[src/rtl/rll_keyed_xor_lane_if.sv]
// Handshake bundle for the keyed XOR/XNOR lane: serial key loader plus gated data stream.
interface rll_keyed_xor_lane_if #(
  parameter int KEY_W = 32
);
  localparam int CW = $clog2(KEY_W + 1);

  logic             key_clr;
  logic             key_bit;
  logic             key_vld;
  logic             key_rdy;
  logic             armed;
  logic [CW-1:0]    key_cnt;
  logic [KEY_W-1:0] in_data;
  logic             in_vld;
  logic [KEY_W-1:0] out_data;
  logic             out_vld;

  modport master (
    output key_clr, key_bit, key_vld, in_data, in_vld,
    input  key_rdy, armed, key_cnt, out_data, out_vld
  );

  modport slave (
    input  key_clr, key_bit, key_vld, in_data, in_vld,
    output key_rdy, armed, key_cnt, out_data, out_vld
  );
endinterface

[src/rtl/rll_keyed_xor_lane.sv]
// Serially loaded key register driving KEY_W XOR/XNOR key gates on a PIPE-stage data path.
// Transparent only when the loaded key equals POL_MASK.
module rll_keyed_xor_lane #(
  parameter int               KEY_W    = 32,
  parameter logic [KEY_W-1:0] POL_MASK = '0,
  parameter int               PIPE     = 1
) (
  input logic                  clk,
  input logic                  rst,
  rll_keyed_xor_lane_if.slave  bus
);
  localparam int CW = $clog2(KEY_W + 1);
  localparam logic [CW-1:0] CNT_LAST = CW'(KEY_W - 1);

  typedef enum logic [1:0] {EMPTY, LOAD, ARMED} state_t;

  state_t           state_reg, state_next;
  logic [KEY_W-1:0] key_reg, key_next;
  logic [CW-1:0]    cnt_reg, cnt_next;
  logic [KEY_W:0]   key_cat;
  logic             armed_reg;
  logic             bit_take;
  logic             word_take;
  logic [KEY_W-1:0] gated;

  logic [PIPE-1:0]  stg_vld;
  logic [KEY_W-1:0] stg_data [PIPE];

  assign armed_reg = (state_reg == ARMED);
  // key_clr wins over a simultaneous key bit or data word.
  assign bit_take  = bus.key_vld && !armed_reg && !bus.key_clr;
  assign word_take = bus.in_vld && armed_reg && !bus.key_clr;
  assign key_cat   = {bus.key_bit, key_reg};
  assign gated     = bus.in_data ^ key_reg ^ POL_MASK;

  always_ff @(posedge clk) begin
    if (rst) begin
      state_reg <= EMPTY;
      key_reg   <= '0;
      cnt_reg   <= '0;
    end else begin
      state_reg <= state_next;
      key_reg   <= key_next;
      cnt_reg   <= cnt_next;
    end
  end

  always_comb begin
    state_next = state_reg;
    key_next   = key_reg;
    cnt_next   = cnt_reg;
    if (bus.key_clr) begin
      state_next = EMPTY;
      key_next   = '0;
      cnt_next   = '0;
    end else begin
      case (state_reg)
        EMPTY, LOAD: begin
          if (bit_take) begin
            key_next   = key_cat[KEY_W:1];
            cnt_next   = cnt_reg + 1'b1;
            state_next = (cnt_reg == CNT_LAST) ? ARMED : LOAD;
          end
        end
        ARMED:   state_next = ARMED;
        default: state_next = EMPTY;
      endcase
    end
  end

  // Each stage loads data only when a valid word moves in, so out_data holds between words.
  for (genvar gi = 0; gi < PIPE; gi++) begin : g_stage
    logic             vld_reg;
    logic [KEY_W-1:0] data_reg;
    logic             take;
    logic [KEY_W-1:0] din;

    if (gi == 0) begin : g_head
      assign take = word_take;
      assign din  = gated;
    end else begin : g_tail
      assign take = stg_vld[gi-1] && !bus.key_clr;
      assign din  = stg_data[gi-1];
    end

    always_ff @(posedge clk) begin
      if (rst) begin
        vld_reg  <= 1'b0;
        data_reg <= '0;
      end else begin
        vld_reg <= take;
        if (take) data_reg <= din;
      end
    end

    assign stg_vld[gi]  = vld_reg;
    assign stg_data[gi] = data_reg;
  end

  assign bus.key_rdy  = !armed_reg;
  assign bus.armed    = armed_reg;
  assign bus.key_cnt  = cnt_reg;
  assign bus.out_vld  = stg_vld[PIPE-1];
  assign bus.out_data = stg_data[PIPE-1];
endmodule

[src/flat_wrapper.sv]
// flat-port wrapper written by rule: the top's interface ports become plain ports
module rll_keyed_xor_lane_flat 
#(
  parameter int               KEY_W    = 32,
  parameter logic [KEY_W-1:0] POL_MASK = '0,
  parameter int               PIPE     = 1
)
  (clk, rst, bus_key_clr, bus_key_bit, bus_key_vld, bus_in_data, bus_in_vld, bus_key_rdy, bus_armed, bus_key_cnt, bus_out_data, bus_out_vld);
  rll_keyed_xor_lane_if #(.KEY_W(KEY_W)) bus_i ();
  input logic clk;
  input logic rst;
  input wire logic [$bits(bus_i.key_clr)-1:0] bus_key_clr;
  input wire logic [$bits(bus_i.key_bit)-1:0] bus_key_bit;
  input wire logic [$bits(bus_i.key_vld)-1:0] bus_key_vld;
  input wire logic [$bits(bus_i.in_data)-1:0] bus_in_data;
  input wire logic [$bits(bus_i.in_vld)-1:0] bus_in_vld;
  output wire logic [$bits(bus_i.key_rdy)-1:0] bus_key_rdy;
  output wire logic [$bits(bus_i.armed)-1:0] bus_armed;
  output wire logic [$bits(bus_i.key_cnt)-1:0] bus_key_cnt;
  output wire logic [$bits(bus_i.out_data)-1:0] bus_out_data;
  output wire logic [$bits(bus_i.out_vld)-1:0] bus_out_vld;
  assign bus_i.key_clr = bus_key_clr;
  assign bus_i.key_bit = bus_key_bit;
  assign bus_i.key_vld = bus_key_vld;
  assign bus_i.in_data = bus_in_data;
  assign bus_i.in_vld = bus_in_vld;
  assign bus_key_rdy = bus_i.key_rdy;
  assign bus_armed = bus_i.armed;
  assign bus_key_cnt = bus_i.key_cnt;
  assign bus_out_data = bus_i.out_data;
  assign bus_out_vld = bus_i.out_vld;
  rll_keyed_xor_lane #(.KEY_W(KEY_W), .POL_MASK(POL_MASK), .PIPE(PIPE)) u_core (.clk(clk), .rst(rst), .bus(bus_i));
endmodule
[config.mk]
export PLATFORM = sky130hd
export DESIGN_NAME = rll_keyed_xor_lane_flat
export DESIGN_NICKNAME = d
export VERILOG_FILES = /design/src/rtl/rll_keyed_xor_lane_if.sv /design/src/rtl/rll_keyed_xor_lane.sv /design/src/flat_wrapper.sv
export SDC_FILE = /design/constraint.sdc
export NUM_CORES = 1
export LEC_CHECK = 0
export BUFFER_PORTS_ARGS = -buffer_cell sky130_fd_sc_hd__buf_4
export CAP_MARGIN = 20
export CELL_PAD_IN_SITES_DETAIL_PLACEMENT = 0
export CELL_PAD_IN_SITES_GLOBAL_PLACEMENT = 1
export CORE_MARGIN = 2
export CORE_UTILIZATION = 41
export DETAILED_ROUTE_END_ITERATION = 10
export GPL_TIMING_DRIVEN = 0
export PLACE_DENSITY = 0.87
export SETUP_SLACK_MARGIN = 0.2
export SKIP_LAST_GASP = 1
export SLEW_MARGIN = 20
export SYNTH_ARGS = -nofsm -noshare
export SYNTH_HDL_FRONTEND = slang
export SYNTH_SLANG_ARGS = --single-unit
[constraint.sdc]
create_clock -name clk -period 3.3 [get_ports clk]
set_clock_uncertainty 0.1 [all_clocks]
set_input_delay 0.66 -clock clk [delete_from_list [all_inputs] [get_ports clk]]
set_output_delay 0.66 -clock clk [all_outputs]
set_load 0.01 [all_outputs]
* Yosys cells after proc, flatten, opt, wreduce, memory -nomap -nowiden
Index checks and enable logic that the tools add are counted.
** Operators by class
- Equality and inequality tests :: 4
- Multiplexer cells :: 3
- Bitwise gates (word level) :: 1
- Add/subtract/negate cells :: 1
- Reduce and logical (&&, ||, !) cells :: 10
** Operator list (number)
- 32-bit XOR :: 1
- 6-bit by 1-bit adder with 6-bit output (second input constant) :: 1
- 6-bit by 5-bit == test with 1-bit output (second input constant) :: 1
- 1-bit logical AND :: 4
- 2-bit two-way mux :: 2
- 2-bit case mux with 2 select lines :: 1
- 2-bit OR reduction :: 2
- 2-bit by 1-bit == test with 1-bit output (second input constant) :: 1
- 2-bit == test (second input constant) :: 1
- 1-bit zero test :: 2
- 2-bit zero test :: 1
- 2-bit by 1-bit inequality test with 1-bit output (second input constant) :: 1
- 2-bit AND reduction :: 1
** Word-level totals
- Output and inout bits :: 41
- Input port bits :: 38
- Register bits after elaboration :: 73

* Longest topological paths before layout
Gate-level depths: netlist of the first run.
- Word-level depth :: 6
- Mapped depth :: 6
- Depth with buffers taken out :: 4

* Least setup slack after synthesis of the first run
No wires, ideal clock.
- Path type :: input -> register
- Start :: input port bus_key_clr
- End :: register u_core.cnt_reg[5], in the netlist u_core.bus.key_cnt[5]
- Setup time :: 0.070 ns
- Path slack :: 1.488 ns
- Arrival :: 1.643 ns
- Buffers on the path :: 0
- Stages :: 3
- Path through :: or3b_4 > or4_1 > a21oi_1
** On the way
- Cells in the longest elaborated chain, start to end :: 3
- Elaborated cells between the ends (all ways) :: 4
- Those cells by class :: reduce/logical: 4
** Ends and longest elaborated chain
- start: declaration :: RTL line flat_wrapper.sv:12 : input wire logic [$bits(bus_i.key_clr)-1:0] bus_key_clr;
- 1-bit zero test :: RTL line rll_keyed_xor_lane.sv:31 : assign bit_take = bus.key_vld && !armed_reg && !bus.key_clr;
- 1-bit logical AND :: RTL line rll_keyed_xor_lane.sv:31
- 2-bit AND reduction (no line)
- end signal: assignment :: RTL line rll_keyed_xor_lane.sv:44 : cnt_reg <= cnt_next;
- end: declaration :: RTL line rll_keyed_xor_lane.sv:19 : logic [CW-1:0] cnt_reg, cnt_next;
Several ways; a longest one is shown, not always the timed one.
A chain may end at the register's enable or synchronous reset.

* Worst setup path after layout of the first run
- Start :: register u_core.state_reg[1]
- End :: output port bus_key_rdy
** On the way
- Cells in the longest elaborated chain, start to end :: 2
** Ends and longest elaborated chain
- start: declaration :: RTL line rll_keyed_xor_lane.sv:17 : state_t state_reg, state_next;
- start signal: assignment :: RTL line rll_keyed_xor_lane.sv:42 : state_reg <= state_next;
- 2-bit == test :: RTL line rll_keyed_xor_lane.sv:29 : assign armed_reg = (state_reg == ARMED);
- 1-bit zero test :: RTL line rll_keyed_xor_lane.sv:100 : assign bus.key_rdy = !armed_reg;
- end: declaration :: RTL line flat_wrapper.sv:17 : output wire logic [$bits(bus_i.key_rdy)-1:0] bus_key_rdy;
Every way passes these cells.

==> results.json, run 1 <==
{
  "cts_root_buffer": "clkbuf_8",
  "die_h_um": 87.05,
  "cpMaxStageDelayCell": "dfxtp_1",
  "relSlewSlack_pct": 58.16,
  "numPortBuffers": 77,
  "outcome": "finished, final reports clean",
  "slew_violations": 0,
  "startpoint_type": "flop",
  "hold_viol_final": 0,
  "synth_edf_count": 0,
  "setup_viol": 0,
  "track_usage_pct": 17.28,
  "core.rowCount": 30,
  "fin_total_pwr_mw": 1.771,
  "vias_per_cell": 4.867,
  "ys_async_sr_fraction_pct": 0,
  "final_core_util_pct": 55.57,
  "ys.flop_type": "dfxtp_1",
  "die-area_sq_mm": 0.007577,
  "ios": 79,
  "syn2layout_area_growth_pct": 32.04,
  "hp-class": "reg2reg",
  "dpl_worst_slack_ns": 1.150,
  "htreeDepth": 3,
  "seq_area_sq_mm": 0.001461,
  "vdd_drop_max_uv": 234.1,
  "synth.top_cell.area_share_pct": 51.68,
  "synth_cells": 325,
  "cts_max_path_buffers": 2,
  "wirelength_um": 6280,
  "max_freq_ghz": 0.5175,
  "filler_cell_count": 636,
  "period_minus_slack_ns": 1.932,
  "min_period_over_period_pct": 58.56,
  "synth_cell_type_count": 26,
  "yosysWarningCount": 0,
  "core_area_sq_mm": 0.006719,
  "initialDrtViolationCount": 93,
  "fin_nets": 452,
  "ys_seq_area_share_pct": 51.68,
  "setup-tns-final_ns": 0,
  "die_x_um": 87.05,
  "synthTopCellsByCount": "dfxtp_1, nand2_1, a21oi_1",
  "antenna_found_initial": 0,
  "postCtsSetupBuffers": 0,
  "numCtsBuffers": 9,
  "tightest_slew_ns": 0.6249,
  "syn_nets": 364,
  "grt_pass1_wl_um": 10210,
  "worst_ep_required_time_ns": 2.54,
  "postRouteAntennaNets": 0,
  "grt_max_degree": 14,
  "slowest_delay_ns": 0.40,
  "drive_gt1_share_pct": 24.88,
  "clkLatencyLatePin_ns": 0.34,
  "gp_congestion": 0.7587,
  "instances_no_fill": 498,
  "cts_tree": "yes",
  "r2r_slack_ns": 1.57,
  "yosys.area.top_type": "dfxtp_1",
  "wire_per_inst_um": 12.61,
  "cts_resized": 0,
  "p_leak_nw": 1.318,
  "clock_sinks": 73,
  "detail_route.first_pass.iterations": 4,
  "ys_top_cells_by_area": "dfxtp_1, xnor2_1, nand2_1",
  "multi_input_area_sq_mm": 0.001261,
  "cp.arrival_ns": 1.17,
  "place_area_sq_mm": 0.003506,
  "netlist_area_sq_mm": 0.002828,
  "grt_pass1_vias": 2208,
  "drc_errors": 0,
  "syn_avg_cell_area_sq_um": 8.701,
  "hold_buffers": 0,
  "layout_setup_ws_ns": 1.368,
  "criticalPathCategory": "reg2out",
  "grt-ovfl-total": 0,
  "yosysMostFrequentCell": "dfxtp_1",
  "start_util_pct": 42.09,
  "critPathMaxFanout": 5,
  "dp.cells": 482,
  "design_area_sq_mm": 0.003734,
  "crit_path_end_kind": "output port",
  "diodes": 0,
  "hpwl_um": 4562,
  "rsz0062_at_grt": "false",
  "p_per_area_mw_per_mm2": 474.4,
  "path_clk_slew_ns": 0.08,
  "drv_cap": 0,
  "crit_chain": "nor2b_1, inv_1, buf_4",
  "holdWs_ns": 0.3788,
  "synth-seq-cells": 73,
  "vias": 2424
}
[power breakdown]
part / switching (mW) / leakage [nW] / internal [mW]
clock network: 0.341 / 0.113 / 0.449
registers: 0.00155 / 0.588 / 0.881
logic: 0.0493 / 0.617 / 0.0495
total: 0.392 / 1.32 / 1.38
[placed cells by master, fill, tap and decap left out, types with 2 or more instances in the layout]
master	synthesis	layout
a211oi_1	32	32
buf_4	0	77
clkbuf_8	0	10
dfxtp_1	73	73
buf_2	6	6
clkbuf_1	14	14
xnor2_1	33	33
nand2_1	67	67
nor2_1	36	36
a21oi_1	37	37
nand3_1	2	2
or3_1	3	3
nor2b_1	2	2
inv_1	3	3
buf_1	3	3
bufinv_16	0	2
o21ai_0	2	2
[final timing paths]
path                              to  cells past startpoint           startpoint
setup / recovery         bus_key_rdy                      3  u_core.state_reg[1]
hold reg to reg   u_core.key_reg[27]                      2   u_core.key_reg[28]
setup reg to reg   u_core.key_reg[3]                      4  u_core.state_reg[1]
hold / removal    u_core.key_reg[27]                      2   u_core.key_reg[28]
[routing by layer]
| metal | wire, um | up-vias | track usage, % |
|---|---|---|---|
| li1 | - | 1267 | - |
| met1 | 3034 | 1087 | 22.53 |
| met2 | 2820 | 61 | 26.79 |
| met3 | 315 | 9 | 4.171 |
| met4 | 110 | 0 | 8.381 |
| met5 | 0 | - | 0 |
[worst max-delay path, delay by kind of cell, from the launching register on]
kind	cells	cell delay (ns)
and+or+nand+nor	1	0.20
buffers and inverters	2	0.23
DFF	1	0.40
[area by class of cell]
cell class	count	share of cell area, %
Buffer	23	2.513
Clock buffer	10	3.686
Inverter	3	0.3016
Tap cell	80	2.681
Clock inverter	6	2.413
Multi-Input combinational cell	226	33.78
Sequential cell	73	39.14
Timing Repair Buffer	77	15.48
[logic make-up (layout without fill, tap and decap cells)]
kind of cell | Yosys count | count (layout) | synth area share, %
AO/OA/AOI/OAI | 72 | 72 | 15.66
XOR/XNOR | 33 | 33 | 10.22
adder cells (fa/ha/maj) | 1 | 1 | 0.4424
buffers and inverters | 26 | 119 | 3.717
flip-flops | 73 | 73 | 51.68
multiplexers | 1 | 1 | 0.3982
AND/OR/NAND/NOR | 119 | 119 | 17.88
(Power assumes the default switching activity.)
==> run 2: changes to the inputs <==
- ABC_AREA: not set -> 1
- CORE_UTILIZATION: 41 -> 38
- PLACE_DENSITY: 0.87 -> 0.82
- clock period: 3.3 -> 1.83 ns (I/O delays scaled with it)
==> run 2 against run 1 <==
Critical path depth up 1. Synthesized cell count up 15%. Register-to-register slack got worse by 1.2 ns. Design area rose by 6.4%. Cell count is 15% higher. Total power increased by 82%. Non-clock buffer count is 6 higher. Via count increased by 16%. Worst setup slack got worse by 1.1 ns. Die area grew 15%. Clock power rose by 68%. First-iteration DRC count is 33% higher. Largest power group unchanged.
==> results.json, run 2 <==
{
  "outcome": "finished, final reports clean",
  "synth_simple_gate_area_share_pct": 17.33,
  "hp-class": "in2reg",
  "max_freq_ghz": 0.6373,
  "cts_max_path_buffers": 2,
  "startpoint_type": "flop",
  "reg2reg_from": "u_core.state_reg[1]",
  "grt_pass1_wl_um": 12600,
  "setup-tns-final_ns": 0,
  "slew_violations": 0,
  "die_h_um": 93.34,
  "wirelength_um": 7652,
  "ys_async_sr_fraction_pct": 0,
  "crit_path_end_kind": "output port",
  "core.rowCount": 32,
  "cts_root_buffer": "clkbuf_8",
  "diodes": 0,
  "period_minus_slack_ns": 1.569,
  "numCtsBuffers": 9,
  "numPortBuffers": 77,
  "yosysMostFrequentCell": "nor2_1",
  "synth-compound-area-share_pct": 18.81,
  "synth_cell_type_count": 25,
  "synth-seq-cells": 73,
  "final_cell_mix": "nor2_1, buf_4, dfxtp_1",
  "postRouteAntennaNets": 0,
  "min_period_over_period_pct": 85.75,
  "synth_top_family_by_area": "compound AO/OA/AOI/OAI gates",
  "hpwl_um": 5294,
  "place_area_sq_mm": 0.003739,
  "start_util_pct": 39.25,
  "netlist_area_sq_mm": 0.003033,
  "track_usage_pct": 18.56,
  "vias_per_cell": 4.916,
  "critPathMaxFanout": 3,
  "syn_nets": 414,
  "clock_sinks": 73,
  "synth_fa_ha_area_share_pct": 0.4125,
  "grt_max_degree": 13,
  "hold_depth": 2,
  "core_area_sq_mm": 0.007727,
  "ys.flop_type": "dfxtp_1",
  "setup_viol": 0,
  "final_common_cell": "nor2_1",
  "antenna_found_initial": 0,
  "grt-ovfl-total": 0,
  "drv_cap": 0,
  "cts_tree": "yes",
  "detail_route.first_pass.iterations": 4,
  "drc_errors": 0,
  "synth_cells": 375,
  "reg2regPathDepth": 7,
  "cp.arrival_ns": 1.10,
  "rsz0062_at_grt": "false",
  "yosys.area.top_type": "dfxtp_1",
  "synthMuxAreaShare_pct": 0,
  "syn2layout_area_growth_pct": 31.02,
  "wire_per_inst_um": 13.38,
  "hold_viol_final": 0,
  "path_clk_slew_ns": 0.08,
  "synth_xor_area_share_pct": 9.241,
  "criticalPathCategory": "reg2out",
  "r2r_slack_ns": 0.42,
  "synth.top_cell.area_share_pct": 48.18,
  "fin_nets": 504,
  "htreeDepth": 3,
  "design_area_sq_mm": 0.003974,
  "die-area_sq_mm": 0.008712,
  "grt_pass1_vias": 2598,
  "yosysWarningCount": 0,
  "critPathLaunch": "u_core.state_reg[1]",
  "synthTopCellsByCount": "nor2_1, dfxtp_1, o21ai_0",
  "ios": 79,
  "p_per_area_mw_per_mm2": 812.6,
  "relSlewSlack_pct": 65.00,
  "vias": 2812,
  "ys_seq_area_share_pct": 48.18,
  "gp_congestion": 0.7715,
  "vdd_drop_max_uv": 426.3,
  "die_x_um": 93.34,
  "ys_top_cells_by_area": "dfxtp_1, nor2_1, xor2_1",
  "clkLatencyLatePin_ns": 0.34,
  "worst_ep_required_time_ns": 1.36,
  "tightest_slew_ns": 0.5251,
  "drive_gt1_share_pct": 24.89,
  "syn_avg_cell_area_sq_um": 8.088,
  "synth_edf_count": 0,
  "initialDrtViolationCount": 124,
  "p_leak_nw": 1.798,
  "hp-start": "rst"
}
run 2: cell type report:
cell class,instances,area (sq um)
Fill cell,778,3754
Timing Repair Buffer,79,593.1
Clock buffer,12,165.2
Tap cell,102,127.6
Multi-Input combinational cell,265,1389
Clock inverter,4,50.05
Sequential cell,73,1463
Buffer,27,148.9
Inverter,10,37.54
run 2: routing by layer:
layer  share of wire, %  up-vias  GRT usage [%]
li1                   -     1429              -
met3                5.8       15          4.029
met1                 48     1280          24.51
met4                2.7        0          9.804
met2                 43       88          28.36
met5                  0        -              0
run 2: stage by stage:
stage | utilization [%] | hold WS (ns) | total power [mW] | setup slack (ns) | std cells
floorplan | - | 0.3384 | 1.816 | 0.6067 | 375
global placement | 48.38 | 0.3663 | 1.931 | 0.2509 | 554
detailed placement | 48.38 | 0.3739 | 1.935 | 0.2254 | 554
CTS | 51.42 | 0.08681 | 3.268 | 0.2119 | 572
global route | 51.42 | 0.09438 | 3.374 | 0.2052 | 572
finish | 51.42 | 0.1056 | 3.229 | 0.2608 | 572
run 2: path summary, 6_finish.rpt:
check / end
setup / recovery: bus_armed
setup reg to reg: u_core.bus.out_data[15]
hold reg to reg: u_core.bus.out_data[16]
hold / removal: u_core.bus.out_vld
run 2: power by group:
group / switching [mW] / total [mW] / internal [mW] / leakage [nW]
Clock: 0.594 / 1.33 / 0.739 / 0.105
Sequential: 0.0225 / 1.63 / 1.61 / 0.591
Combinational: 0.148 / 0.262 / 0.115 / 1.10
Total: 0.764 / 3.23 / 2.47 / 1.80
run 2: timing repair:
action,4_1_cts,5_1_grt
pin swaps,1,1
buffers inserted,2,0
hold buffers,0,0
resized for setup,2,1
endpoints found under the setup margin,2,2
run 2: kinds of logic (layout without fill, tap and decap cells):
logic type	Yosys count	count (layout)
flip-flops	73	73
AO/OA/AOI/OAI	105	105
buffers and inverters	37	132
adder cells (fa/ha/maj)	1	1
XOR/XNOR	32	32
AND/OR/NAND/NOR	127	127
run 2: worst max-delay path: stages, from the launching register on:
cell and delay (ns):
dfxtp_2 0.36, inv_2 0.08, nor2_8 0.11, buf_6 0.11, buf_4 0.11
==> run 3: changes to the inputs <==
- ABC_AREA: 1 -> 0
==> run 3 against run 2 <==
Critical path depth fell by 1. Design area fell by 4.4%. Sequential share of layout area rose by 1.7 points. Register-to-register slack got worse by 0.17 ns. Cell count fell by 9.6%. Critical path type unchanged. Largest power group unchanged.
==> results.json, run 3 (synthesis results as in run 1) <==
{
  "final_cell_mix": "buf_4, dfxtp_1, nand2_1",
  "period_minus_slack_ns": 1.580,
  "holdWs_ns": 0.1720,
  "relSlewSlack_pct": 66.81,
  "p_switching_mw": 0.6787,
  "cts_max_path_buffers": 2,
  "cts_tree": "yes",
  "p_sw_share_pct": 20.95,
  "seqPwrFrac_pct": 49.2,
  "cts_root_buffer": "clkbuf_8",
  "drv_cap": 0,
  "antenna_found_initial": 0,
  "cp.arrival_ns": 1.11,
  "place_area_sq_mm": 0.003530,
  "outcome": "finished, final reports clean",
  "crit_path_end_kind": "output port",
  "startpoint_type": "flop",
  "final_common_cell": "buf_4",
  "fin_nets": 452,
  "hp-class": "in2reg",
  "final_core_util_pct": 52.64,
  "drc_errors": 0,
  "p_per_area_mw_per_mm2": 853.2,
  "path_clk_slew_ns": 0.07,
  "vias": 2428,
  "gp_congestion": 0.7358,
  "hold_viol_final": 0,
  "r2r_slack_ns": 0.25,
  "detail_route.first_pass.iterations": 4,
  "worst_ep_required_time_ns": 1.36,
  "tightest_slew_ns": 0.4979,
  "htreeDepth": 3,
  "numPortBuffers": 77,
  "die_h_um": 90.27,
  "wire_per_inst_um": 12.32,
  "core.rowCount": 31,
  "initialDrtViolationCount": 72,
  "hold_buffers": 0,
  "cts_resized": 6,
  "max_freq_ghz": 0.6329,
  "criticalPathCategory": "reg2out",
  "p_comb_share_pct": 5.6,
  "reg2regPathDepth": 3,
  "filler_cell_count": 707,
  "setup.worst_path.end": "bus_key_rdy",
  "p_leak_nw": 1.354,
  "postCtsSetupBuffers": 0,
  "numCtsBuffers": 9,
  "reg2reg_from": "u_core.state_reg[1]",
  "core_area_sq_mm": 0.007214,
  "postRouteAntennaNets": 0,
  "rsz0062_at_grt": "true",
  "wirelength_um": 6368,
  "vias_per_cell": 4.696,
  "design_area_sq_mm": 0.003797,
  "clock_sinks": 73,
  "hpwl_um": 4612,
  "start_util_pct": 39.20,
  "die_x_um": 90.27,
  "power_frac_clock_pct": 45.3,
  "die-area_sq_mm": 0.008148,
  "setup_viol": 0,
  "r2r-end": "u_core.bus.key_cnt[5]",
  "min_period_over_period_pct": 86.34,
  "grt_pass1_wl_um": 10520,
  "vdd_drop_max_uv": 447.4,
  "diodes": 0,
  "critPathMaxFanout": 5,
  "grt-ovfl-total": 0,
  "grt_max_degree": 13,
  "slew_violations": 0,
  "syn2layout_area_growth_pct": 34.29,
  "ios": 79,
  "critPathLaunch": "u_core.state_reg[1]",
  "track_usage_pct": 15.99,
  "clkLatencyLatePin_ns": 0.35,
  "grt_pass1_vias": 2219,
  "drive_gt1_share_pct": 27.51,
  "cell_internal_pwr_mw": 2.561
}
## run 3: worst min-delay path by stage
stage,from,to,slack (ns),depth (start not counted)
3_5_place_dp,u_core.key_reg[7],u_core.key_reg[6],0.37,2
4_1_cts,bus_key_bit,u_core.key_reg[31],0.15,3
2_1_floorplan,u_core.key_reg[0],u_core.key_reg[0],0.35,2
5_1_grt,bus_key_bit,u_core.key_reg[31],0.18,3
3_3_place_gp,u_core.key_reg[10],u_core.key_reg[9],0.37,2
6_report,bus_key_bit,u_core.key_reg[31],0.17,3
## run 3: worst max-delay path: stages, from the launching register on
cell and delay (ns):
dfxtp_2 0.39, nor2b_2 0.17, inv_1 0.07, buf_4 0.14
## run 3: routing by layer
layer	GRT usage, %	vias to the layer above	routed length, um
li1	-	1260	-
met1	21.03	1101	3086
met2	25.19	56	2897
met3	3.005	11	255
met4	8.077	0	129
met5	0	-	0
## run 3: per-stage QoR
stage               power [mW]   TNS, ns  instances  setup WS [ns]
floorplan                1.715         0        325         0.3116
global placement         1.809   -0.6081        501       -0.03858
detailed placement       1.810  -0.05991        501       -0.01810
CTS                      3.282         0        517         0.2096
global route             3.364         0        517         0.1897
finish                   3.240         0        517         0.2500
## run 3: final cells by class
class / instances / area, sq um / share of cell area [%]
clock inverter: 4 / 73.82 / 1.944
multi-input combinational: 226 / 1270 / 33.44
inverter: 3 / 11.26 / 0.2965
timing repair buffer: 77 / 578.1 / 15.22
buffer: 23 / 112.6 / 2.965
sequential: 73 / 1463 / 38.52
tap: 99 / 123.9 / 3.262
clock buffer: 12 / 165.2 / 4.349
## run 3: power groups by stage
stage | registers, mW | clock network, mW | logic (mW)
after floorplan | 1.63 | 0 | 0.0854
after CTS | 1.59 | 1.51 | 0.183
after global routing | 1.59 | 1.57 | 0.199
after detailed placement | 1.63 | 0 | 0.180
after global placement | 1.63 | 0 | 0.179
final | 1.59 | 1.47 | 0.181
